==> src/rtl/bcd_countdown_timer.sv <==
// rtl/bcd_countdown_timer.sv - multi-digit BCD countdown timer with load, pause/resume and done pulse
module bcd_countdown_timer #(
  parameter int NUM_DIGITS = 2
) (
  input  logic                      clk,
  input  logic                      rst,
  input  logic                      load,
  input  logic [4*NUM_DIGITS-1:0]   load_val,
  input  logic                      start,
  input  logic                      pause,
  input  logic                      en,
  output logic [4*NUM_DIGITS-1:0]   cnt,
  output logic                      running,
  output logic                      done,
  output logic                      load_err
);

  localparam int W = 4 * NUM_DIGITS;

  typedef enum logic [1:0] {
    IDLE   = 2'd0,
    RUN    = 2'd1,
    PAUSED = 2'd2
  } state_t;

  state_t         state_q, state_d;
  logic [W-1:0]   cnt_q, cnt_d;
  logic           running_q, running_d;
  logic           done_q, done_d;
  logic           load_err_q, load_err_d;
  logic [W-1:0]   clamp_val;
  logic           clamp_hit;
  logic [W-1:0]   dec_val;

  // Ripple-borrow BCD decrement: a zero digit wraps to 9 and passes the borrow upward.
  function automatic logic [W-1:0] bcd_dec(input logic [W-1:0] v);
    logic [W-1:0] res;
    logic         borrow;
    res    = v;
    borrow = 1'b1;
    for (int i = 0; i < NUM_DIGITS; i++) begin
      if (borrow) begin
        if (v[4*i +: 4] == 4'd0) begin
          res[4*i +: 4] = 4'd9;
        end else begin
          res[4*i +: 4] = v[4*i +: 4] - 4'd1;
          borrow        = 1'b0;
        end
      end
    end
    return res;
  endfunction

  always_comb begin
    clamp_val = load_val;
    clamp_hit = 1'b0;
    for (int i = 0; i < NUM_DIGITS; i++) begin
      if (load_val[4*i +: 4] > 4'd9) begin
        clamp_val[4*i +: 4] = 4'd9;
        clamp_hit           = 1'b1;
      end
    end
  end

  assign dec_val = bcd_dec(cnt_q);

  always_comb begin
    state_d    = state_q;
    cnt_d      = cnt_q;
    done_d     = 1'b0;
    load_err_d = load_err_q;
    if (load) begin
      cnt_d      = clamp_val;
      load_err_d = clamp_hit;
      state_d    = IDLE;
    end else begin
      unique case (state_q)
        IDLE: begin
          if (start && (cnt_q != '0)) state_d = RUN;
        end
        RUN: begin
          if (pause) begin
            state_d = PAUSED;
          end else if (en) begin
            cnt_d = dec_val;
            // Only reachable from 1, so done coincides with cnt reaching zero.
            if (dec_val == '0) begin
              done_d  = 1'b1;
              state_d = IDLE;
            end
          end
        end
        PAUSED: begin
          if (start && !pause) state_d = RUN;
        end
        default: state_d = IDLE;
      endcase
    end
    running_d = (state_d == RUN);
  end

  always_ff @(posedge clk or negedge rst) begin
    if (!rst) begin
      state_q    <= IDLE;
      cnt_q      <= '0;
      running_q  <= 1'b0;
      done_q     <= 1'b0;
      load_err_q <= 1'b0;
    end else begin
      state_q    <= state_d;
      cnt_q      <= cnt_d;
      running_q  <= running_d;
      done_q     <= done_d;
      load_err_q <= load_err_d;
    end
  end

  assign cnt      = cnt_q;
  assign running  = running_q;
  assign done     = done_q;
  assign load_err = load_err_q;

endmodule

==> config.mk <==
export PLATFORM = sky130hd
export DESIGN_NAME = bcd_countdown_timer
export DESIGN_NICKNAME = d
export VERILOG_FILES = /design/src/rtl/bcd_countdown_timer.sv
export SDC_FILE = /design/constraint.sdc
export NUM_CORES = 1
export LEC_CHECK = 0
export BUFFER_PORTS_ARGS = -buffer_cell sky130_fd_sc_hd__buf_4
export CELL_PAD_IN_SITES_DETAIL_PLACEMENT = 1
export CELL_PAD_IN_SITES_GLOBAL_PLACEMENT = 1
export CORE_ASPECT_RATIO = 0.75
export CORE_UTILIZATION = 36
export DETAILED_ROUTE_END_ITERATION = 12
export PLACE_DENSITY_LB_ADDON = 0.1
export SYNTH_ARGS = -nofsm -noshare
export SYNTH_HDL_FRONTEND = slang
export SYNTH_SLANG_ARGS = --single-unit
==> constraint.sdc <==
create_clock -name clk -period 1.9 [get_ports clk]
set_clock_uncertainty 0.1 [all_clocks]
set_input_delay 0.19 -clock clk [delete_from_list [all_inputs] [get_ports clk]]
set_output_delay 0.19 -clock clk [all_outputs]
set_load 0.005 [all_outputs]
After elaboration in Yosys (flattened, before gate mapping) --
Index checks and enable logic that the tools add are counted.
Storage, ports and cells: bits in latches 0, register bits 13, word-level logic and storage cells 48, input port bits 14, memories kept 0, memory bits (writable) 0, memory bits (read-only) 0
Cells by class: add/subtract/negate cells 2, bitwise logic cells 0, order comparisons 2, shifts and indexed selects 0, divide/modulo/power cells 0, muxes and demuxes 24, multipliers 0, reductions and logical operators 11, equality and inequality tests 4
Operator list (count):
- 8-bit two-way mux | 4
- 4-bit two-way mux | 5
- 2-bit two-way mux | 6
- 4-bit greater-than comparator, second input constant | 2
- 4-bit zero test | 2
- 8-bit zero test | 1
- 1-bit two-way mux | 8
- 8-bit nonzero test | 1
- 4-bit by 1-bit subtractor with 4-bit output, second input constant | 2
- 2-bit case mux with 3 select lines | 1
- 2-bit by 1-bit == test with 1-bit output, second input constant | 2
- 2-bit nonzero test | 2
- 3-bit AND reduction | 1
- 2-bit == test, second input constant | 1
- 1-bit logical AND | 2
- 2-bit zero test | 1
- 2-bit != test, second input constant | 1
- 1-bit zero test | 1

Logic depth before layout (Yosys ltp) --
depth in word-level cells 10, mapped depth 5

Worst setup path before layout --
No wires, ideal clock.
kind register -> register, start point register state_q[1], end point register cnt_q[6], in the netlist cnt[6], data arrival time 1293 ps, stages on the path, launching flop included 6, setup time 126 ps, setup slack 381 ps, cells stage by stage dfrtp_1 buf_4 and4bb_2 buf_4 a311oi_1 a311o_1
On the way: word-level cells in the longest chain between the ends 3
RTL lines:
- start, declared | line 26 | state_t state_q, state_d;
- start signal, assigned | line 110 | state_q <= state_d;
- 2-bit by 1-bit == test with 1-bit output | line 77 | unique case (state_q)
- 2-bit nonzero test (no source line)
- 3-bit AND reduction (no source line)
- end signal, assigned | line 111 | cnt_q <= cnt_d;
- end, declared | line 27 | logic [W-1:0] cnt_q, cnt_d;
Every way passes these cells. A chain may end at the register's enable or synchronous reset.

Final worst setup path --
start point register state_q[1], end point register running_q, in the netlist running
On the way: word-level cells in the longest chain between the ends 6
RTL lines:
- 2-bit two-way mux | line 87 | if (dec_val == '0) begin
- 2-bit two-way mux | line 84 | end else if (en) begin
- 2-bit two-way mux | line 82 | if (pause) begin
- 2-bit case mux with 3 select lines (*) | line 77
- 2-bit two-way mux (*) | line 72 | if (load) begin
- 2-bit by 1-bit == test with 1-bit output (*) | line 99 | running_d = (state_d == RUN);
- via running_d | line 28 | logic running_q, running_d;
- end signal, assigned | line 112 | running_q <= running_d;
- end, declared | line 28
Mark *: on every way through the listed nets, which the timed path passes. The rest lies on a longest branch.

==> results.ini <==
[floorplan]
io-pin-count=25
dieWidth_microns=56.0
initial_core_util=0.387
placementRows=14
die_area_sq_um=2380
core_sq_um=2030
die_y_microns=42.5

[synth]
yosysTopAreaCellShare=0.413
syn_nets=94
ys_types=35
synth_cells=80
synth.largest_area_cell=dfrtp_1
synth_async_sr_flop_share=1.00
synth_ff_type=dfrtp_1
synth_most_common_cell=dfrtp_1
avgSynthCellArea_sq_um=9.84
synth_warnings=0
synth-edff-count=0
netlist_area_sq_um=787
synth.area.top_cells=dfrtp_1 (41%), a31oi_1 (4.8%), nand4bb_4 (3.5%)
yosys-top-cells-count=dfrtp_1 (13), a31oi_1 (6), inv_1 (6)
synth_seq_cells=13
seq_area_frac_synth=0.413

[clocking]
root_buffer=clkbuf_4
cts_sinks=13
clk_path_buf_depth=2
ctsHoldBuffers=1
ctsHtreeMaxLevel=1
post_cts_resized=0
post-cts-setup-buffer-count=0
cts_buffers=3
clk_pin_slew_ns=0.08
clk_latency_ns=0.28
cts_tree=built

[cells_and_area]
antenna_cells=0
nets=121
n_fill_cell=237
syn_to_final_growth_pct=29.4
layout-drive-gt1-share=0.302

[drt]
routed_wl_microns=2390
drt-initial-drc-count=27
first_pass_iters=4
ant_nets=0
via_per_inst=6.03
vias=784
drc=0
wl_per_cell_microns=18.3

[grt]
grt_pass1_wl_microns=3800
grt_max_degree=15
grt_overflow=0
antenna_found_initial=0
track_usage=0.223
grt_pass1_vias=697

[timing]
fmax_ghz=0.573
rsz0062_at_grt=no
slew_viol_final=0
hold_violations=0
finalSetupViolations=0
fin_crit_ns=1.74
tns_ns=0
relSlewSlack=0.439
worstMarginPinSlew_ns=0.820
fin_crit_sh=0.918
setup_ws_ns=0.155

[pwr]
static-leakage-power_uw=0.000427
p_per_area_nw_per_um2=670
vdd_drop_max_mv=0.468

[worst_setup_path]
worstSetupPathType=reg2reg
worstSetupEndpointType=flop
reg2reg_depth=2
crit_path_start_kind=flop
cp.required_ns=2.01
path_max_fanout=8
arrival_ns=1.85

[placement]
gp_congestion=0.805
place_ws_ns=0.154
dp_hpwl_microns=1820
io_buffers=24

[outcome]
status=complete, no violations

[worst_hold_path]
min_path_cells=2
hp-class=in2reg

[run]
cap_violations=0

-- state kept, by name, summed over array words and instances (netlist names) --
name / flops
cnt: 8
done: 1
load_err: 1
running: 1
state_q: 2
-- power by group --
group | switching, uW | internal (uW) | total (uW)
registers | 38.9 | 301 | 339
logic | 79.3 | 87.2 | 167
clock network | 95.3 | 81.5 | 177
total | 213 | 469 | 683
-- metal layers --
layer	global-route usage	wire (microns)
met1	0.318	1140
met2	0.324	1070
met3	0.0710	132
met4	0.0634	37
met5	0	0
-- area by class of cell --
type                       instances  area (sq um)  share of cell area
inverter                           6          22.5              0.0221
timing repair buffer              26           198               0.194
clock buffer                       4          26.3              0.0258
multi-input combinational         57           417               0.409
tap                               24          30.0              0.0295
sequential                        13           325               0.319
-- critical path: stages, from the launching register on --
cell and delay (ns):
dfrtp_1 0.47, a2111oi_0 0.80, a22o_1 0.30
-- cell families (layout without fill, tap and decap cells) --
| group | count (synthesis) | in the layout | synth area share |
|---|---|---|---|
| AND/OR/NAND/NOR | 29 | 29 | 0.277 |
| flip-flops | 13 | 13 | 0.413 |
| AO/OA/AOI/OAI | 26 | 26 | 0.231 |
| buffers and inverters | 10 | 36 | 0.0572 |
| XOR/XNOR | 2 | 2 | 0.0223 |
-- worst paths after layout --
path                       slack [ns]  endpoint   startpoint
min                              0.08    cnt[6]  load_val[6]
min in group asynchronous        0.19  load_err          rst
max reg2reg                      0.16   running   state_q[1]
min reg2reg                      0.46  load_err     load_err
max                              0.16   running   state_q[1]
max in group asynchronous        1.34      done          rst
-- metrics by stage --
stage	power (uW)	cells	utilization	hold slack, ns	cell area, sq um
after floorplan	416	80	-	-0.206	787
after global placement	501	125	0.483	-0.0548	982
after detailed placement	509	125	0.483	-0.0499	982
after CTS	690	130	0.501	0.0737	1020
after global routing	730	130	0.501	0.0734	1020
final	683	130	0.501	0.0802	1020
-- placed cells by master, fill, tap and decap left out, types with 2 or more instances in the layout --
master,n
a21oi_1,4
nand4_1,2
nor3b_1,3
a31oi_1,6
buf_4,25
nor2_1,5
clkbuf_4,3
dfrtp_1,13
or4_1,2
a22o_1,2
o31ai_1,2
a311o_1,2
nand3_1,3
o21ai_0,4
inv_1,6
nor3_1,3
(Power assumes the default switching activity.)
